==> src/rtl/sqrt_pkg.sv <==
// sqrt_pkg: shared FSM state type and operand-width derivation for the
// sum-of-squares front end of the square-root stage.
package sqrt_pkg;
   typedef enum logic [1:0] {IDLE, MUL_A, MUL_B, ISSUE} state_t;
   // Operand width for a given radicand width; keeps 2*(2^opw-1)^2 inside width bits.
   function automatic int opw_of(input int width);
      return width / 2 - 1;
   endfunction
endpackage

==> src/rtl/seq_mult.sv <==
// seq_mult: iterative shift-add multiply-accumulate, one multiplier bit per step.
// Ports: clk, rst_n (async active-low); clear zeroes the accumulator; load
// captures op as both multiplicand and multiplier and restarts the bit counter;
// step adds one partial product; acc is the running sum; done flags the last bit.
module seq_mult #(
   parameter int WIDTH = 16,
   parameter int OPW   = 7
) (
   input  logic             clk,
   input  logic             rst_n,
   input  logic             clear,
   input  logic             load,
   input  logic             step,
   input  logic [OPW-1:0]   op,
   output logic [WIDTH-1:0] acc,
   output logic             done
);
   localparam int CW = $clog2(OPW + 1);
   logic [WIDTH-1:0] acc_q, acc_d, mcand_q, mcand_d;
   logic [OPW-1:0]   mplier_q, mplier_d;
   logic [CW-1:0]    cnt_q, cnt_d;
   // load and step may coincide on the last bit of the first operand: the final
   // partial product is still added while the next operand is captured.
   always_comb begin
      acc_d    = clear ? '0 : (step && mplier_q[0]) ? acc_q + mcand_q : acc_q;
      mcand_d  = load ? WIDTH'(op) : step ? mcand_q << 1 : mcand_q;
      mplier_d = load ? op : step ? mplier_q >> 1 : mplier_q;
      cnt_d    = load ? '0 : step ? cnt_q + CW'(1) : cnt_q;
      done     = cnt_q == CW'(OPW - 1);
      acc      = acc_q;
   end
   always_ff @(posedge clk or negedge rst_n) begin
      if (!rst_n) begin
         acc_q    <= '0;
         mcand_q  <= '0;
         mplier_q <= '0;
         cnt_q    <= '0;
      end else begin
         acc_q    <= acc_d;
         mcand_q  <= mcand_d;
         mplier_q <= mplier_d;
         cnt_q    <= cnt_d;
      end
   end
endmodule

==> src/rtl/sum_of_squares.sv <==
// sum_of_squares: computes a*a+b*b serially and hands it to a square-root stage.
// Ports: clk, rst_n (async active-low); in_valid/in_ready operand handshake with
// unsigned a, b; sqrt_busy from the root stage; start is a one-cycle issue pulse
// with the radicand on rad, which holds until the next start.
module sum_of_squares
   import sqrt_pkg::*;
#(
   parameter int WIDTH = 16
) (
   input  logic               clk,
   input  logic               rst_n,
   input  logic               in_valid,
   output logic               in_ready,
   input  logic [WIDTH/2-2:0] a,
   input  logic [WIDTH/2-2:0] b,
   input  logic               sqrt_busy,
   output logic               start,
   output logic [WIDTH-1:0]   rad
);
   localparam int OPW = opw_of(WIDTH);
   state_t           state_q, state_d;
   logic             in_ready_q, in_ready_d, start_q;
   logic [OPW-1:0]   b_q, b_d, op;
   logic [WIDTH-1:0] rad_q, acc;
   logic             accept, load, step, done;
   seq_mult #(.WIDTH(WIDTH), .OPW(OPW)) u_mult (
      .clk(clk), .rst_n(rst_n), .clear(accept), .load(load), .step(step),
      .op(op), .acc(acc), .done(done)
   );
   // start is combinational on sqrt_busy; start_q blocks a second pulse in the
   // cycle before the root stage's busy flag has had a chance to rise.
   always_comb begin
      accept     = in_ready_q && in_valid;
      start      = state_q == ISSUE && !sqrt_busy && !start_q;
      step       = state_q == MUL_A || state_q == MUL_B;
      load       = accept || (state_q == MUL_A && done);
      op         = accept ? a : b_q;
      b_d        = accept ? b : b_q;
      state_d    = accept ? MUL_A :
                   (state_q == MUL_A && done) ? MUL_B :
                   (state_q == MUL_B && done) ? ISSUE :
                   start ? IDLE : state_q;
      in_ready_d = accept ? 1'b0 : (state_q == IDLE || start) ? 1'b1 : in_ready_q;
      rad        = start ? acc : rad_q;
      in_ready   = in_ready_q;
   end
   always_ff @(posedge clk or negedge rst_n) begin
      if (!rst_n) begin
         state_q    <= IDLE;
         in_ready_q <= 1'b0;
         start_q    <= 1'b0;
         b_q        <= '0;
         rad_q      <= '0;
      end else begin
         state_q    <= state_d;
         in_ready_q <= in_ready_d;
         start_q    <= start;
         b_q        <= b_d;
         rad_q      <= rad;
      end
   end
endmodule

==> config.mk <==
export PLATFORM = sky130hd
export DESIGN_NAME = sum_of_squares
export DESIGN_NICKNAME = d
export VERILOG_FILES = /design/src/rtl/sqrt_pkg.sv /design/src/rtl/seq_mult.sv /design/src/rtl/sum_of_squares.sv
export SDC_FILE = /design/constraint.sdc
export NUM_CORES = 1
export LEC_CHECK = 0
export ABC_CLOCK_PERIOD_IN_PS = 6300
export CAP_MARGIN = 25
export CORE_MARGIN = 2
export CORE_UTILIZATION = 33
export CTS_CLUSTER_DIAMETER = 60
export DETAILED_ROUTE_END_ITERATION = 16
export HOLD_SLACK_MARGIN = 0.06
export PLACE_DENSITY = 0.55
export SETUP_SLACK_MARGIN = 0.2
export SYNTH_ARGS = -nofsm -noshare
export SYNTH_HDL_FRONTEND = slang
export SYNTH_HIERARCHICAL = 1
export SYNTH_SLANG_ARGS = --single-unit
==> constraint.sdc <==
create_clock -name clk -period 6.3 [get_ports clk]
set_input_delay 1.89 -clock clk [delete_from_list [all_inputs] [get_ports clk]]
set_output_delay 1.89 -clock clk [all_outputs]
set_load 0.05 [all_outputs]
## Word level (Yosys, flattened, before mapping)

Index checks and enable logic that the tools add are counted.

| storage, ports and cells | value |
|---|---|
| register bits | 69 |
| input port bits | 18 |
| word-level logic and storage cells | 47 |

| cells by class | value |
|---|---|
| add/subtract/negate cells | 2 |
| eq/ne operators | 4 |
| multiplexer cells | 16 |
| reduce and logical (&&, ||, !) cells | 16 |

Operators by type and width:

| kind | number |
|---|---|
| 16-bit two-way mux | 5 |
| 7-bit two-way mux | 3 |
| 16-bit adder | 1 |
| 2-bit two-way mux | 4 |
| 1-bit logical AND | 6 |
| 3-bit two-way mux | 2 |
| 2-bit nonzero test | 3 |
| 2-bit equality test (second input constant) | 2 |
| 4-bit nonzero test | 1 |
| 3-bit by 1-bit adder with 3-bit output (second input constant) | 1 |
| 3-bit equality test (second input constant) | 1 |
| 1-bit logical OR | 3 |
| 2-bit by 1-bit equality test with 1-bit output (second input constant) | 1 |
| 1-bit zero test | 2 |
| 2-bit zero test | 1 |
| 1-bit two-way mux | 2 |

## Depth between registers and ports, before layout

Gate-level depths: netlist (run 1).

| depth | value |
|---|---|
| depth in word-level cells | 7 |
| mapped depth | 9 |
| mapped depth without buffers | 9 |

## Modules after synthesis

The synthesis (run 1) kept the hierarchy.

Modules (own cells, without submodules):

| module | instances | cells each | area an instance (sq um) | seq. area each (sq um) |
|---|---|---|---|---|
| seq_mult | 1 | 275 | 2555.0 | 1051.0 |
| sum_of_squares | 1 | 77 | 1221.2 | 675.6 |

## Worst setup path after synthesis (run 1)

OpenSTA, ideal clock, no wires.

| timing | value |
|---|---|
| kind | in2out |
| start point | in sqrt_busy |
| end point | out rad[10] |
| data arrival time | 2.793 ns |
| required time | 4.410 ns |
| path slack | 1.617 ns |
| stages on the path | 3 |
| cells stage by stage | nor3b_4 > buf_6 > mux2_2 |

| on the way | value |
|---|---|
| word-level cells in the longest chain between the ends | 4 |

RTL lines:

| element | RTL line | source |
|---|---|---|
| start, declared | sum_of_squares.sv:16 | `input logic sqrt_busy,` |
| 1-bit zero test | sum_of_squares.sv:34 | `start = state_q == ISSUE && !sqrt_busy && !start_q;` |
| 1-bit logical AND (2 in a row) | sum_of_squares.sv:34 |  |
| via start | sum_of_squares.sv:17 | `output logic start,` |
| 16-bit two-way mux | sum_of_squares.sv:44 | `rad = start ? acc : rad_q;` |
| end, declared | sum_of_squares.sv:18 | `output logic [WIDTH-1:0] rad` |

The timed path passes the listed nets, and every way through them passes these cells.

## Final worst setup path (run 1)

| timing | value |
|---|---|
| start point | in sqrt_busy |
| end point | out rad[11] |

| on the way | value |
|---|---|
| word-level cells in the longest chain between the ends | 4 |

RTL lines:

| element | RTL line |
|---|---|
| 1-bit zero test | sum_of_squares.sv:34 |
| 1-bit logical AND (2 in a row) | sum_of_squares.sv:34 |
| 16-bit two-way mux | sum_of_squares.sv:44 |

No other way between the ends.

==> results of run 1 <==
cells in the mapped netlist (8+ instances only):
library cell	count	area, µm²
dfrtp_1	69	1730
nor2_1	35	131
mux2_2	23	259
nand2_1	22	82.6
ha_1	21	263
a21oi_1	17	85.1
nor2b_1	16	100
a211oi_1	13	97.6
mux2i_1	12	120
inv_1	10	37.5
o21ai_0	10	50.1
a21o_1	9	67.6
clkbuf_1	8	30.0
worst max-delay path, cell delays in order:
cell	delay, ns
clkdlybuf4s50_1	0.44
nor3b_4	0.18
buf_4	0.33
mux2_2	0.39
buf_4	0.19
worst paths after layout:
check | cells after the start | to | from
max in group asynchronous | 2 | u_mult/mcand_q[12]$_DFFE_PN0P_ | rst_n
hold / removal | 1 | rad_q[13]$_DFF_PN0_ | rad_q[13]$_DFF_PN0_
setup / recovery | 5 | rad[11] | sqrt_busy
setup reg to reg | 7 | u_mult/acc[15]$_DFFE_PN0P_ | state_q[0]$_DFFE_PN0P_
min in group asynchronous | 1 | rad_q[11]$_DFF_PN0_ | rst_n
hold reg to reg | 1 | rad_q[13]$_DFF_PN0_ | rad_q[13]$_DFF_PN0_
power by group:
group	leakage (nW)	switching, mW	internal, mW
registers	0.875	0.123	0.632
clock network	0.158	0.191	0.356
logic	1.11	0.709	0.487
layer usage:
metal  GRT usage (%)  vias up
li1                -     1318
met1            18.0     1327
met2            22.2       32
met3            3.61        9
met4            5.58        0
met5               0        -
sequential cells by signal, summed over array words and instances (netlist names):
name	cells
b_q	7
in_ready	1
rad_q	16
start_q	1
state_q	2
u_mult/acc	16
u_mult/cnt_q	3
u_mult/mcand_q	16
u_mult/mplier_q	7
cells by family (layout without fill, tap and decap cells):
| family | Yosys count | in the layout |
|---|---|---|
| XOR/XNOR | 10 | 10 |
| AO/OA/AOI/OAI | 75 | 75 |
| AND/OR/NAND/NOR | 106 | 106 |
| multiplexers | 42 | 42 |
| buffers and inverters | 28 | 65 |
| adder cells (fa/ha/maj) | 22 | 22 |
| flip-flops | 69 | 69 |
cell type report:
class,instances,area [µm²]
Fill cell,1098,6760
Multi-Input combinational cell,255,1910
Sequential cell,69,1730
Timing Repair Buffer,38,325
Clock buffer,10,239
Tap cell,143,179
Clock inverter,6,86.3
Inverter,11,43.8
==> metrics.cfg, run 1 <==
[status]
status = finished clean

[drt]
topRoutingLayerUsed = met4
first_pass_iters = 4
drt_iter0_drc = 153
wl_met1_um = 3850
wl_met2_um = 3840
drc_errors = 0
wire_per_inst_um = 15.1
wl_um = 8040
postRouteAntennaNets = 0
met3_length_um = 245
vias = 2686
viasPerCell = 5.05

[floorplan]
die_w_um = 111
core_mm2 = 0.0113
initial_core_util_pct = 33.5
ios = 36
die-area_mm2 = 0.0123
rows = 39
die_h_um = 111

[timing]
hold_viol_final = 0
final.setup.tns_ns = 0
max_clock_freq_mhz = 188
worstMarginPinSlew_ns = 0.800
max_slew_margin_pct = 46.5
whs_ns = 0.494
rsz0062_at_grt = no
final.min_clock_period_ns = 5.32
setup_viol = 0
drv_slew = 0
setup_ws_ns = 0.976
fin_crit_sh_pct = 84.5
clock_skew_ns = 0.00930

[layout]
antenna_cells = 0
layout_common_cells = dfrtp_1, nor2_1, mux2_2, nand2_1, ha_1
synthToLayoutAreaGrowth_pct = 19.5
drive_gt1_share_pct = 20.3
nets = 424
utilization_pct = 40.0
final_cells = 532
layout_commonest_cell = dfrtp_1
fin_area_mm2 = 0.00451

[grt]
grt_max_degree = 40
grt_pass1_vias = 2748
grt_use_total_pct = 13.9
antenna_found_initial = 0
grt_overflow = 0
grt_pass1_wl_um = 13600

[clock_tree]
cts.sinks = 69
clk_pin_slew_worst_paths_ns = 0.05
cts_setup_buffers = 0
cts_root_buffer = clkbuf_16
cts_made_buffers = 9
hold_buffers = 0
htreeDepth = 3
cts_tree = built
ctsResizeCount = 0
clockBufferDepth = 2
clk_latency_ns = 0.34

[synthesis]
synth_compound_area_share_pct = 13.8
synth_top_family_by_area = simple AND/OR/NAND/NOR gates
synth_fp_nets = 392
synth-edff-count = 0
synth_simple_gate_area_share_pct = 14.2
yosys.area_share.xor_xnor_pct = 2.32
ys_async_sr_fraction_pct = 100
synthAdderAreaFrac_pct = 7.49
synthFlopType = dfrtp_1
synth.ff_latch_count = 69
yosysWarnings = 6
syn_area_mm2 = 0.00378
synth.avg_cell_area_um2 = 10.7
synthCells = 352
synthMuxAreaShare_pct = 12.8
synth_cell_types = 55
yosysSeqAreaShare_pct = 45.7

[placement]
placed_area_mm2 = 0.00419
place_inst = 516
pre_cts_ws_ns = 0.948
gp_congestion = 0.787
hpwl_um = 5520
io_buffer_count = 35

[setup_path]
crit_fanout = 21
arrival_ns = 3.43
required_ns = 4.41
crit_type = in -> out
cp-end-kind = primary output
reg2reg_slack_ns = 3.44
worstSetupStartpointType = input pin

[power]
ir_drop_uv = 312
total_leakage_power_nw = 2.15
total_power_mw = 2.50
powerDensity_mw_per_mm2 = 554

[run]
drv_cap = 0

[min_path]
hold_class = reg -> reg

Power figures use the tool's default switching activity.
==> inputs of run 2 (changes only) <==
--- a/config.mk
+++ b/config.mk
@@ -5,7 +5,7 @@
 export SDC_FILE = /design/constraint.sdc
 export NUM_CORES = 1
 export LEC_CHECK = 0
-export ABC_CLOCK_PERIOD_IN_PS = 6300
+export ABC_CLOCK_PERIOD_IN_PS = 5200
 export CAP_MARGIN = 25
 export CORE_MARGIN = 2
 export CORE_UTILIZATION = 33
==> constraint.sdc (replaced) <==
create_clock -name clk -period 5.2 [get_ports clk]
set_input_delay 1.56 -clock clk [delete_from_list [all_inputs] [get_ports clk]]
set_output_delay 1.56 -clock clk [all_outputs]
set_load 0.05 [all_outputs]
==> run 2 against run 1 <==
  * Sequential share of layout area down 0.29 points
  * Clock-buffer cell count unchanged
  * Cell area up 0.78%
  * Largest cell class unchanged
==> metrics.cfg, run 2 (synthesis results as in run 1) <==
[timing]
hold_viol_final = 0  ; unchanged
rsz0062_at_grt = no
fin_crit_sh_pct = 89.4
final.min_clock_period_ns = 4.65
final.setup.tns_ns = 0  ; unchanged
max_slew_margin_pct = 47.0  ; +0.44 points
setup_viol = 0  ; unchanged
max_clock_freq_mhz = 215
clock_skew_ns = 0.00687  ; -0.00243 ns
drv_slew = 0  ; unchanged
worstMarginPinSlew_ns = 0.793  ; -0.00655 ns

[clock_tree]
cts_tree = built
htreeDepth = 3  ; unchanged
ctsResizeCount = 0  ; unchanged
clk_latency_ns = 0.34  ; about the same
cts_root_buffer = clkbuf_16
cts.sinks = 69  ; unchanged
cts_setup_buffers = 0  ; unchanged
hold_buffers = 0  ; unchanged
clk_pin_slew_worst_paths_ns = 0.05  ; about the same
clockBufferDepth = 2  ; unchanged
cts_made_buffers = 9  ; unchanged

[power]
seq_power_share_pct = 29.7  ; -0.5 points
p_int_mw = 1.83  ; +24%
powerDensity_mw_per_mm2 = 676  ; +22%
total_leakage_power_nw = 2.16  ; +0.58%
p_sw_share_pct = 40.5  ; -0.42 points
total_power_mw = 3.07  ; +23%
ir_drop_uv = 257  ; -18%
clkPwrFrac_pct = 22.9  ; +1.0 points
p_comb_share_pct = 47.4  ; -0.5 points
p_switching_mw = 1.25  ; +22%

[setup_path]
r2r-end = u_mult/acc[15]$_DFFE_PN0P_
slowest_delay_ns = 0.44  ; about the same
cp-end-kind = primary output
endpoint = rad[8]
r2r_cells = 7  ; unchanged
r2r-start = state_q[1]$_DFFE_PN0P_
worstSetupStartpoint = sqrt_busy
reg2reg_slack_ns = 2.35  ; -1.09 ns
worstSetupStartpointType = input pin
path_cells = clkdlybuf4s50_1 > nor3b_4 > buf_4 > mux2_2 > buf_4
arrival_ns = 3.09  ; -0.34 ns
required_ns = 3.64  ; -0.77 ns
crit_type = in -> out
crit_fanout = 18  ; -14%
cp_slowest_cell = clkdlybuf4s50_1
path_common_cell = buf_4

[floorplan]
initial_core_util_pct = 33.5  ; unchanged
ios = 36  ; unchanged
die_w_um = 111  ; unchanged
die-area_mm2 = 0.0123  ; unchanged
die_h_um = 111  ; unchanged
rows = 39  ; unchanged
core_mm2 = 0.0113  ; unchanged

[layout]
synthToLayoutAreaGrowth_pct = 20.4
utilization_pct = 40.3  ; +0.31 points
fillCellCount = 1048  ; -4.6%
layout_commonest_cell = dfrtp_1
layout_common_cells = dfrtp_1, nor2_1, mux2_2, nand2_1, ha_1
fin_area_mm2 = 0.00455  ; +0.78%
multi_input_area_mm2 = 0.00191  ; unchanged
drive_gt1_share_pct = 20.3  ; -0.052 points
seq_area_mm2 = 0.00173  ; unchanged
antenna_cells = 0  ; unchanged
nets = 425  ; +0.24%

[grt]
antenna_found_initial = 0  ; unchanged
grt_pass1_vias = 2812  ; +2.3%
grt_overflow = 0  ; unchanged
grt_max_degree = 42  ; +5.0%
grt_pass1_wl_um = 13900  ; +1.8%
grt_use_total_pct = 14.2  ; +0.36 points

[drt]
vias = 2673  ; -0.48%
first_pass_iters = 4  ; unchanged
viasPerCell = 5.02  ; -0.67%
wire_per_inst_um = 15.2  ; +0.26%
wl_um = 8080  ; +0.45%
postRouteAntennaNets = 0  ; unchanged
drc_errors = 0  ; unchanged
drt_iter0_drc = 105  ; -31%

[placement]
hpwl_um = 5560  ; +0.69%
placed_area_mm2 = 0.00421  ; +0.48%
gp_congestion = 0.823  ; +4.5%
io_buffer_count = 35  ; unchanged

[run]
drv_cap = 0  ; unchanged

[min_path]
hold_class = reg -> reg

[status]
status = finished clean

[run 2: layout make-up]
cell class	instances	area share (%)
Inverter	11	0.963
Timing Repair Buffer	39	7.59
Clock buffer	10	5.04
Clock inverter	6	2.45
Sequential cell	69	38.0
Tap cell	143	3.94
Multi-Input combinational cell	255	42.0
[run 2: routing by layer]
layer  global-route usage, %  vias to the layer above  part of all wire [%]
li1                        -                     1328                     -
met4                    6.75                        0                   2.1
met5                       0                        -                     0
met3                    3.39                        8                   2.5
met2                    22.3                       27                    46
met1                    18.6                     1310                    49
[run 2: power by group through the flow]
| stage | clock [mW] | combinational (mW) | sequential [mW] |
|---|---|---|---|
| floorplan | 0 | 1.16 | 0.884 |
| global placement | 0 | 1.43 | 0.919 |
| detailed placement | 0 | 1.46 | 0.924 |
| CTS | 0.721 | 1.47 | 0.918 |
| global route | 0.747 | 1.60 | 0.948 |
| finish | 0.705 | 1.46 | 0.912 |
[run 2: through the flow]
step                std cells  hold WS, ns  worst slack [ns]
floorplan                 352        0.480              1.18
global placement          517        0.484             0.545
detailed placement        517        0.487             0.522
CTS                       533        0.501             0.528
global route              533        0.511             0.467
finish                    533        0.496             0.552
[run 2: worst min-delay path by stage]
stage | from | end | slack (ns) | cells after the start
2_1_floorplan | u_mult/mplier_q[2]$_DFFE_PN0P_ | u_mult/mplier_q[1]$_DFFE_PN0P_ | 0.48 | 2
3_3_place_gp | rad_q[11]$_DFF_PN0_ | rad_q[11]$_DFF_PN0_ | 0.48 | 1
3_5_place_dp | rad_q[13]$_DFF_PN0_ | rad_q[13]$_DFF_PN0_ | 0.49 | 1
4_1_cts | rad_q[9]$_DFF_PN0_ | rad_q[9]$_DFF_PN0_ | 0.50 | 1
5_1_grt | rad_q[10]$_DFF_PN0_ | rad_q[10]$_DFF_PN0_ | 0.51 | 1
6_report | rad_q[14]$_DFF_PN0_ | rad_q[14]$_DFF_PN0_ | 0.50 | 1
[run 2: worst max-delay path: cells and delay by family]
| kind | cells | cell delay (ns) |
|---|---|---|
| buffers and inverters | 3 | 0.95 |
| and+or+nand+nor | 1 | 0.17 |
| muxes | 1 | 0.39 |
